File: src/rtl/fwd_hazard_unit.sv
// Decode-stage forwarding-select and load-use stall controller.
// Tracks EXE/MEM destination shadows and steers the operand A/B forwarding muxes.
module fwd_hazard_unit #(
  parameter int REG_W = 5,
  parameter int CNT_W = 32
) (
  input  logic             clk,
  input  logic             rst,
  input  logic             id_valid,
  input  logic [REG_W-1:0] id_rs,
  input  logic [REG_W-1:0] id_rt,
  input  logic             id_use_rs,
  input  logic             id_use_rt,
  input  logic [REG_W-1:0] id_rn,
  input  logic             id_wreg,
  input  logic             id_m2reg,
  input  logic             flush,
  output logic [1:0]       fwda,
  output logic [1:0]       fwdb,
  output logic             stall,
  output logic [REG_W-1:0] e_rn,
  output logic             e_wreg,
  output logic [REG_W-1:0] m_rn,
  output logic             m_wreg,
  output logic [CNT_W-1:0] stall_cnt
);

  localparam logic [1:0] SEL_QA  = 2'b00;
  localparam logic [1:0] SEL_EXE = 2'b01;
  localparam logic [1:0] SEL_MEM = 2'b10;
  localparam logic [1:0] SEL_MDO = 2'b11;

  // Shadow pipeline state for the EXE and MEM stages
  logic [REG_W-1:0] e_rn_reg, e_rn_next;
  logic             e_wreg_reg, e_wreg_next;
  logic             e_m2reg_reg, e_m2reg_next;
  logic [REG_W-1:0] m_rn_reg;
  logic             m_wreg_reg;
  logic             m_m2reg_reg;
  logic [CNT_W-1:0] stall_cnt_reg, stall_cnt_next;

  // Per-operand view: index 0 is operand A (rs), index 1 is operand B (rt)
  logic [2*REG_W-1:0] src_idx;
  logic [1:0]         src_use;
  logic [3:0]         sel_flat;
  logic [1:0]         haz;
  logic               bubble;

  assign src_idx = {id_rt, id_rs};
  assign src_use = {id_use_rt, id_use_rs};

  generate
    for (genvar gi = 0; gi < 2; gi++) begin : g_operand
      logic [REG_W-1:0] src;
      logic             src_live;
      logic             match_e;
      logic             match_m;

      assign src      = src_idx[gi*REG_W +: REG_W];
      // r0 is hard-wired zero, so it is never a forwarding or stall source
      assign src_live = src_use[gi] & (src != '0);
      assign match_e  = src_live & e_wreg_reg & (e_rn_reg == src);
      assign match_m  = src_live & m_wreg_reg & (m_rn_reg == src);

      assign haz[gi] = match_e & e_m2reg_reg;

      // EXE is checked first so the youngest producer wins
      assign sel_flat[2*gi +: 2] =
          match_e ? (e_m2reg_reg ? SEL_QA  : SEL_EXE) :
          match_m ? (m_m2reg_reg ? SEL_MDO : SEL_MEM) :
                    SEL_QA;
    end
  endgenerate

  assign fwda  = sel_flat[1:0];
  assign fwdb  = sel_flat[3:2];
  assign stall = id_valid & ~flush & (|haz);

  assign bubble = stall | flush | ~id_valid;

  always_comb begin
    e_rn_next    = id_rn;
    e_wreg_next  = id_wreg;
    e_m2reg_next = id_m2reg;
    if (bubble) begin
      e_rn_next    = '0;
      e_wreg_next  = 1'b0;
      e_m2reg_next = 1'b0;
    end
  end

  always_comb begin
    stall_cnt_next = stall_cnt_reg;
    if (stall && (stall_cnt_reg != {CNT_W{1'b1}})) begin
      stall_cnt_next = stall_cnt_reg + 1'b1;
    end
  end

  always_ff @(posedge clk) begin
    if (rst) begin
      e_rn_reg      <= '0;
      e_wreg_reg    <= 1'b0;
      e_m2reg_reg   <= 1'b0;
      m_rn_reg      <= '0;
      m_wreg_reg    <= 1'b0;
      m_m2reg_reg   <= 1'b0;
      stall_cnt_reg <= '0;
    end else begin
      m_rn_reg      <= e_rn_reg;
      m_wreg_reg    <= e_wreg_reg;
      m_m2reg_reg   <= e_m2reg_reg;
      e_rn_reg      <= e_rn_next;
      e_wreg_reg    <= e_wreg_next;
      e_m2reg_reg   <= e_m2reg_next;
      stall_cnt_reg <= stall_cnt_next;
    end
  end

  assign e_rn      = e_rn_reg;
  assign e_wreg    = e_wreg_reg;
  assign m_rn      = m_rn_reg;
  assign m_wreg    = m_wreg_reg;
  assign stall_cnt = stall_cnt_reg;

endmodule
File: config.mk
export PLATFORM = sky130hd
export DESIGN_NAME = fwd_hazard_unit
export DESIGN_NICKNAME = d
export VERILOG_FILES = /design/src/rtl/fwd_hazard_unit.sv
export SDC_FILE = /design/constraint.sdc
export NUM_CORES = 1
export LEC_CHECK = 0
export BUFFER_PORTS_ARGS = -buffer_cell sky130_fd_sc_hd__buf_2
export CORE_AREA = 2 2 73 75
export DETAILED_ROUTE_END_ITERATION = 10
export DIE_AREA = 0 0 75 77
export PLACE_DENSITY = 0.76
export SLEW_MARGIN = 10
export SYNTH_ARGS = -nofsm -noshare
export SYNTH_HDL_FRONTEND = slang
export SYNTH_SLANG_ARGS = --single-unit
File: constraint.sdc
create_clock -name clk -period 4.78 [get_ports clk]
set_input_delay 0.956 -clock clk [delete_from_list [all_inputs] [get_ports clk]]
set_output_delay 0.956 -clock clk [all_outputs]
set_load 0.02 [all_outputs]
# Word-level counts from Yosys, hierarchy flattened
# Cells that the tools add are included.
# Widths: inputs -> output; s select.
dict set report totals {
  elab_cells 42
  input_bits 23
  reg_bits 46
}
dict set report classes {
  mux 6
  n_reduce_logical 5
  bitwise 18
  n_eq_ne 5
  add_sub_neg 1
}
# operator n
set ops {}
lappend ops {{$add 32x1->32 const B} 1}
lappend ops {{$ne 32x32->1 const B} 1}
lappend ops {{$eq 5x5->1} 4}
lappend ops {{$and 1x1->1} 14}
lappend ops {{$reduce_bool 5->1} 2}
lappend ops {{$mux 2} 4}
lappend ops {{$reduce_or 2->1} 2}
lappend ops {{$mux 1} 2}
lappend ops {{$not 1->1} 2}
lappend ops {{$or 1x1->1} 2}
lappend ops {{$logic_and 1x1->1} 1}

# Depth between registers and ports, before layout
# Gate-level depths: netlist of the first run.
dict set report logic_depth {
  depth_word 10
  ltp_mapped 10
}

# Worst setup path after synthesis of the first run
# OpenSTA, ideal clock, no wires.
dict set report synth_path {
  path_kind {input-to-output}
  startpoint {input port id_rt[1]}
  endpoint {output port fwdb[0]}
  setup_slack_ns 1.154
  stages 6
  n_path_buf 0
  t_required_ns 3.824
  arrival_ns 2.670
  path_cell_list {or4_1 o21ai_2 nor4b_4 nor3_1 nand2_1 o21ai_0}
}
dict set report synth_between {
  elab_chain_len 6
}
# element line_no
set synth_rtl {}
lappend synth_rtl {{start: declaration} 11} ;# input logic [REG_W-1:0] id_rt,
lappend synth_rtl {{$reduce_bool 5->1} 61} ;# assign src_live = src_use[gi] & (src != '0);
lappend synth_rtl {{$and 1x1->1} 61}
lappend synth_rtl {{$and 1x1->1 (2 in series)} 63} ;# assign match_m = src_live & m_wreg_reg & (m_rn_reg == src);
lappend synth_rtl {{$mux 2} 70} ;# match_m ? (m_m2reg_reg ? SEL_MDO : SEL_MEM) :
lappend synth_rtl {{$mux 2 *} 69} ;# match_e ? (e_m2reg_reg ? SEL_QA : SEL_EXE) :
lappend synth_rtl {{end: declaration} 19} ;# output logic [1:0] fwdb,
# Every way passes the cells marked *; elsewhere a longest branch is shown, timed or not.

# Final worst setup path of the first run
dict set report layout_path {
  startpoint {input port id_rs[1]}
  endpoint {output port fwda[0]}
}
dict set report layout_between {
  elab_chain_len 6
}
# element line_no
set layout_rtl {}
lappend layout_rtl {{start: declaration} 10} ;# input logic [REG_W-1:0] id_rs,
lappend layout_rtl {{$reduce_bool 5->1} 61}
lappend layout_rtl {{$and 1x1->1} 61}
lappend layout_rtl {{$and 1x1->1 (2 in series)} 63}
lappend layout_rtl {{$mux 2} 70}
lappend layout_rtl {{$mux 2 *} 69}
lappend layout_rtl {{end: declaration} 18} ;# output logic [1:0] fwda,
# Marked as above.

==> flow_summary.ini, run 1 <==
[detailed_routing]
ant_nets = 0
firstDrtPassIters = 4
vias = 2322
routed_wl_mm = 5.846
wl_per_cell_um = 13.99
dr.first_iter.drc_count = 106
avgViaCountPerCell = 5.555
drc = 0

[finish]
stdcell_count = 418
stdcell_area_um2 = 2899
drive_gt1_frac = 0.2701
largest_reg_flops = 32
n_antenna_cell = 0
syn2layout_area_growth_pct = 20.43
nNetsFinal = 371

[place]
dpl.hpwl_mm = 4.205
gp_congestion = 0.8431
portBuffers = 71
dp_cells = 410
placed_cell_area_um2 = 2785
pre_cts_slack_ns = 1.312

[sta]
slew_violations = 0
fin_ws_ns = 1.304
finalCriticalPeriod_ns = 3.476
tns_ns = 0
min_period_over_period = 0.7271
setup_viol = 0
worst_pin_slew_ns = 0.7696
rsz0062_at_grt = no
fin_worst_skew_ns = 0.008142
maxSlewHeadroom = 0.4869
fmax_ghz = 0.2877
finalHoldViolCount = 0

[clock_tree]
cts_resized = 0
root_buffer = clkbuf_8
cts-buffers-inserted = 5
clk_latency_ns = 0.31
htreeDepth = 2
clock_path_buffers = 2
ctsHoldBuffers = 0
path_clk_slew_ns = 0.09
numClockSinks = 46
cts_tree = built
post_cts_buffers = 0

[pwr]
p_total_mw = 0.7234
clockPowerShare = 0.409
pwr-share-comb = 0.055
sw_frac_of_total = 0.2280
p_leak_nw = 1.106
ir_worst_vdd_uv = 150.6
power_density_nw_per_um2 = 249.5
seq_power_share = 0.537
power.switching_mw = 0.1649
p_int_mw = 0.5585

[worst_setup_path]
startpoint_type = primary input
crit_path_frequent_cell = buf_2
r2r_slack_ns = 1.96
path_max_fanout = 8
cpPeakStageDelay_ns = 0.54
crit_slowest_cell = or4_1
worstSetupEndpointType = output port
r2r-end = stall_cnt[12]$_SDFFE_PP0P_
path_class = primary input to output port
reg2regPathDepth = 8
worstPathArrival_ns = 2.52
crit_required_ns = 3.82
r2r_start = stall_cnt[0]$_SDFFE_PP0P_
path_cells = buf_2 -> or4_1 -> o21ai_1 -> nor3_2 -> nor3_1 -> nand2_1 -> o21ai_0 -> buf_2

[floorplan]
io_pins = 72
die_width_um = 75
core_um2 = 4977
initial_core_util = 0.4837
die_h_um = 77
rows = 26
die_area_um2 = 5775

[grt]
track_usage = 0.2050
grt_max_degree = 48
gr-total-overflow = 0
antenna_found_initial = 0
grt_pass1_vias = 2167
grt_pass1_wl_mm = 9.515

[hold_path]
hold-path-endpoint = stall_cnt[27]$_SDFFE_PP0P_
min_path_cells = 2
min-delay-start = stall_cnt[27]$_SDFFE_PP0P_
hold_path.class = flop to flop

[synth]
synth_cells = 280
synth_enable_flop_cells = 0
ys_seq_elements = 46
yosysUniqueCellTypes = 41
ys.flop_type = dfxtp_1
synthesis.nets = 304
syn_area_um2 = 2407
ys_async_sr_fraction = 0
yosysWarningCount = 0
ys_seq_area_frac = 0.3825
avgSynthCellArea_um2 = 8.598

[flow_run]
cap_violations = 0

[outcome]
status = completed
-- cell usage in the layout, fill, tap and decap left out, types with 2 or more instances in the layout --
cell	count
nand2_1	16
a21oi_1	26
or2_2	2
mux2_2	2
or3_1	12
nor4_1	3
nand3_1	12
nor2b_1	9
clkinvlp_4	2
o31ai_1	14
and3_1	3
dfxtp_1	46
nand4_1	14
xnor2_1	11
and2_1	7
o2111ai_1	2
or4_1	16
xor2_1	12
clkbuf_8	5
or3_2	3
o21ai_0	15
inv_1	9
nor3_1	7
nor2_1	13
buf_2	71
-- layout make-up --
type	instances	area, um^2
multi-input cells	213	1380
well taps	70	87.58
clock inverters	3	45.04
inverters	9	33.78
repair buffers	72	362.8
flip-flops and latches	46	920.9
clock buffers	5	68.82
fillers	466	2078
-- cells by family (layout without fill, tap and decap cells) --
| kind of cell | after synthesis | count (layout) | share of synthesized area |
|---|---|---|---|
| simple gates | 124 | 124 | 0.3176 |
| compound gates | 62 | 62 | 0.1533 |
| xor+xnor | 23 | 23 | 0.08368 |
| mux | 3 | 3 | 0.01351 |
| fa+ha+maj | 1 | 1 | 0.005197 |
| flops | 46 | 46 | 0.3825 |
| buf+inv | 21 | 89 | 0.04417 |
-- metrics by stage --
stage,utilization,hold WS (ns)
2_1_floorplan,-,0.4724
3_3_place_gp,0.5596,0.4901
3_5_place_dp,0.5596,0.4985
4_1_cts,0.5825,0.5101
5_1_grt,0.5825,0.5280
6_report,0.5825,0.5096
-- worst max-delay path, delay by kind of cell --
| kind | cells | cell delay (ns) |
|---|---|---|
| buffers and inverters | 2 | 0.31 |
| AND/OR/NAND/NOR | 4 | 0.97 |
| AO/OA/AOI/OAI | 2 | 0.28 |
-- synth_stat cells (all sizes together) (3+ instances only) --
cell type	instances	area, um^2
or3	15	97.59
nor2b	9	56.30
nor3	8	45.04
clkbuf	6	22.52
nor2	13	48.80
xnor2	11	96.34
and2	7	43.79
o21ai	17	88.83
a21oi	26	130.1
nand4	15	108.9
nand2	16	60.06
o31ai	14	105.1
dfxtp	46	920.9
and3	3	18.77
nor4	4	40.04
nand3	13	70.07
or4	16	120.1
inv	9	33.78
xor2	12	105.1
buf	6	50.04
-- worst max-delay path by stage --
stage	slack (ns)	startpoint	endpoint	cells after the start
2_1_floorplan	1.15	id_rt[1]	fwdb[0]	6
6_report	1.30	id_rs[1]	fwda[0]	8
4_1_cts	1.31	id_rs[1]	fwda[0]	8
5_1_grt	1.22	id_rs[1]	fwda[0]	8
3_5_place_dp	1.31	id_rs[1]	fwda[0]	8
3_3_place_gp	1.35	id_rt[1]	fwdb[0]	8
-- per-layer routing --
metal  up-vias  GRT usage  share of wire
li1       1176          -              -
met1      1067     0.2659           0.48
met2        72     0.3342           0.44
met3         7    0.04993          0.067
met4         0    0.05536          0.015
met5         -          0              0
-- power groups by stage --
stage	Combinational, mW	Clock, mW	Sequential, mW
5_1_grt	0.0430	0.316	0.389
3_3_place_gp	0.0393	0	0.397
3_5_place_dp	0.0399	0	0.397
4_1_cts	0.0400	0.298	0.388
2_1_floorplan	0.0191	0	0.400
6_report	0.0396	0.296	0.388
No activity file was read; power rests on OpenSTA's default activity.
==> run 2: changes to the inputs <==
Settings changed: ABC_AREA from default to 1, CORE_AREA 2 2 73 75 to 2 2 82 84, DIE_AREA 0 0 75 77 to 0 0 84 86, PLACE_DENSITY 0.76 to 0.74.
Clock period 4.78 ns to 3.4 ns, I/O delays scaled along.
==> run 2 against run 1 <==
- sequential share of layout area fell by 6.0 points
- via count rose by 44%
- synthesized cell count is 91% higher
- utilization is 1.2 points lower
- clock-buffer cell count unchanged
- worst setup slack lost 0.46 ns
- largest cell class unchanged
- largest power group unchanged
- highest routed layer unchanged
==> flow_summary.ini, run 2 <==
[outcome]
status = completed

[synth]
synth_top_cell_by_area = dfxtp_1
avgSynthCellArea_um2 = 5.791
netlist_top_cells_count = 174 x nand2_1, 132 x nor2_1, 76 x inv_1
synth_area_leaders = dfxtp_1 30%, nand2_1 21%, nor2_1 16%
synth_enable_flop_cells = 0
synthesis.nets = 559
synth_compound_gate_area_share = 0.01131
yosys.area_share.xor_xnor = 0.07633
synth-simple-area-share = 0.4939
yosysTopAreaCellShare = 0.2973
ys_seq_elements = 46
ys.flop_type = dfxtp_1
syn_area_um2 = 3098
synth.most_common_cell = nand2_1
yosysWarningCount = 0
yosysUniqueCellTypes = 26
synthAdderAreaFrac = 0.004039
ys_async_sr_fraction = 0
ys_seq_area_frac = 0.2973
synth_top_family_by_area = simple AND/OR/NAND/NOR gates
muxShareOfSynthArea = 0
synth_cells = 535

[place]
gp_congestion = 0.9595
placed_cell_area_um2 = 3502
dpl.hpwl_mm = 6.510
portBuffers = 71

[pwr]
sw_frac_of_total = 0.2538
power_density_nw_per_um2 = 264.7
power.switching_mw = 0.2406
seq_power_share = 0.576
clockPowerShare = 0.345
p_leak_nw = 1.834
p_total_mw = 0.9478
ir_worst_vdd_uv = 142.5
pwr-share-comb = 0.079
p_int_mw = 0.7072

[sta]
fin_worst_skew_ns = 0.006573
rsz0062_at_grt = no
worst_pin_slew_ns = 0.5525
finalCriticalPeriod_ns = 2.559
finalHoldViolCount = 0
hold_slack_ns = 0.4982
fmax_ghz = 0.3908
min_period_over_period = 0.7527
maxSlewHeadroom = 0.6313
slew_violations = 0
tns_ns = 0
setup_viol = 0

[grt]
gr-total-overflow = 0
antenna_found_initial = 0
grt_pass1_wl_mm = 14.37
track_usage = 0.2457
grt_pass1_vias = 3100
grt_max_degree = 36

[worst_setup_path]
path_max_fanout = 4
path_class = primary input to output port
r2r_slack_ns = 1.06
crit_required_ns = 2.72
reg2regPathDepth = 10
startpoint_type = primary input
worstPathArrival_ns = 1.88
worstSetupEndpointType = output port

[finish]
largest_reg_flops = 32
mostFrequentLayoutCell = nand2_1
register_area_um2 = 920.9
post-route-util = 0.5705
multi_input_area_um2 = 1814
n_antenna_cell = 0
syn2layout_area_growth_pct = 15.59
stdcell_area_um2 = 3581
nNetsFinal = 629
drive_gt1_frac = 0.1504
fillCellCount = 665
final_cell_mix = 174 x nand2_1, 132 x nor2_1, 76 x inv_1, 71 x buf_2, 46 x dfxtp_1

[hold_path]
hold_path.class = flop to flop
min_path_cells = 2

[floorplan]
die_area_um2 = 7224
die_h_um = 86
core_um2 = 6277
rows = 29
io_pins = 72
initial_core_util = 0.4935
die_width_um = 84

[detailed_routing]
drc = 0
avgViaCountPerCell = 4.894
ant_nets = 0
wl_per_cell_um = 12.50
routed_wl_mm = 8.528
firstDrtPassIters = 5
dr.first_iter.drc_count = 199
vias = 3338

[clock_tree]
clk_latency_ns = 0.31
htreeDepth = 2
path_clk_slew_ns = 0.08
numClockSinks = 46
ctsHoldBuffers = 0
cts_tree = built
cts_resized = 0
cts-buffers-inserted = 5
clock_path_buffers = 2
root_buffer = clkbuf_8
post_cts_buffers = 0

[flow_run]
cap_violations = 0
==> run 2: cell count changes after synthesis, moves of 9 or more <==
cell	previous run	this run
or4_1	16	0
nand2_1	16	174
inv_1	9	76
nor2b_1	9	0
nor2_1	13	132
or3_1	12	0
o21ai_0	15	4
o31ai_1	14	0
a21oi_1	26	3
==> run 2: kinds of logic after synthesis <==
logic type               Yosys count
flip-flops                        46
XOR/XNOR                          27
adder cells (fa/ha/maj)            1
buffers and inverters             89
AND/OR/NAND/NOR                  365
AO/OA/AOI/OAI                      7
==> run 2: area by class of cell <==
type	count	area share
multi-input cells	400	0.5066
flip-flops and latches	46	0.2572
repair buffers	74	0.1055
inverters	78	0.08176
well taps	77	0.02690
clock buffers	5	0.01922
clock inverters	2	0.002795
==> run 2: final timing paths <==
| path | from | to |
|---|---|---|
| setup / recovery | id_rt[0] | fwdb[0] |
| hold / removal | e_m2reg_reg$_SDFF_PP0_ | m_m2reg_reg$_SDFF_PP0_ |
| setup reg to reg | stall_cnt[0]$_SDFFE_PP0P_ | stall_cnt[25]$_SDFFE_PP0P_ |
| hold reg to reg | e_m2reg_reg$_SDFF_PP0_ | m_m2reg_reg$_SDFF_PP0_ |
==> run 2: worst max-delay path: stages <==
cell and delay [ns]:
buf_2 0.12, nor2_1 0.14, nand3_1 0.08, nand2_1 0.09
inv_1 0.06, nand3_1 0.13, inv_1 0.05, nor3_1 0.21
nand2_1 0.07, o21ai_0 0.07, buf_2 0.18
==> run 2: stage by stage <==
step	worst slack [ns]	std cells
after floorplan	0.7453	535
after global placement	0.8599	675
after detailed placement	0.7851	675
after CTS	0.8392	682
after global routing	0.6873	682
final	0.8408	682
==> run 2: layer usage <==
metal / wire [um] / vias up / GRT usage
met2: 4101 / 124 / 0.4356
li1: - / 1755 / -
met3: 470 / 18 / 0.03465
met4: 199 / 0 / 0.08065
met5: 0 / - / 0
met1: 3756 / 1441 / 0.3080
==> run 2: power groups by stage <==
stage	Sequential [mW]	Clock, mW	Combinational, mW
final	0.546	0.327	0.0751
after CTS	0.546	0.337	0.0752
after floorplan	0.561	0	0.0388
after global placement	0.559	0	0.0742
after detailed placement	0.559	0	0.0747
after global routing	0.547	0.360	0.0848
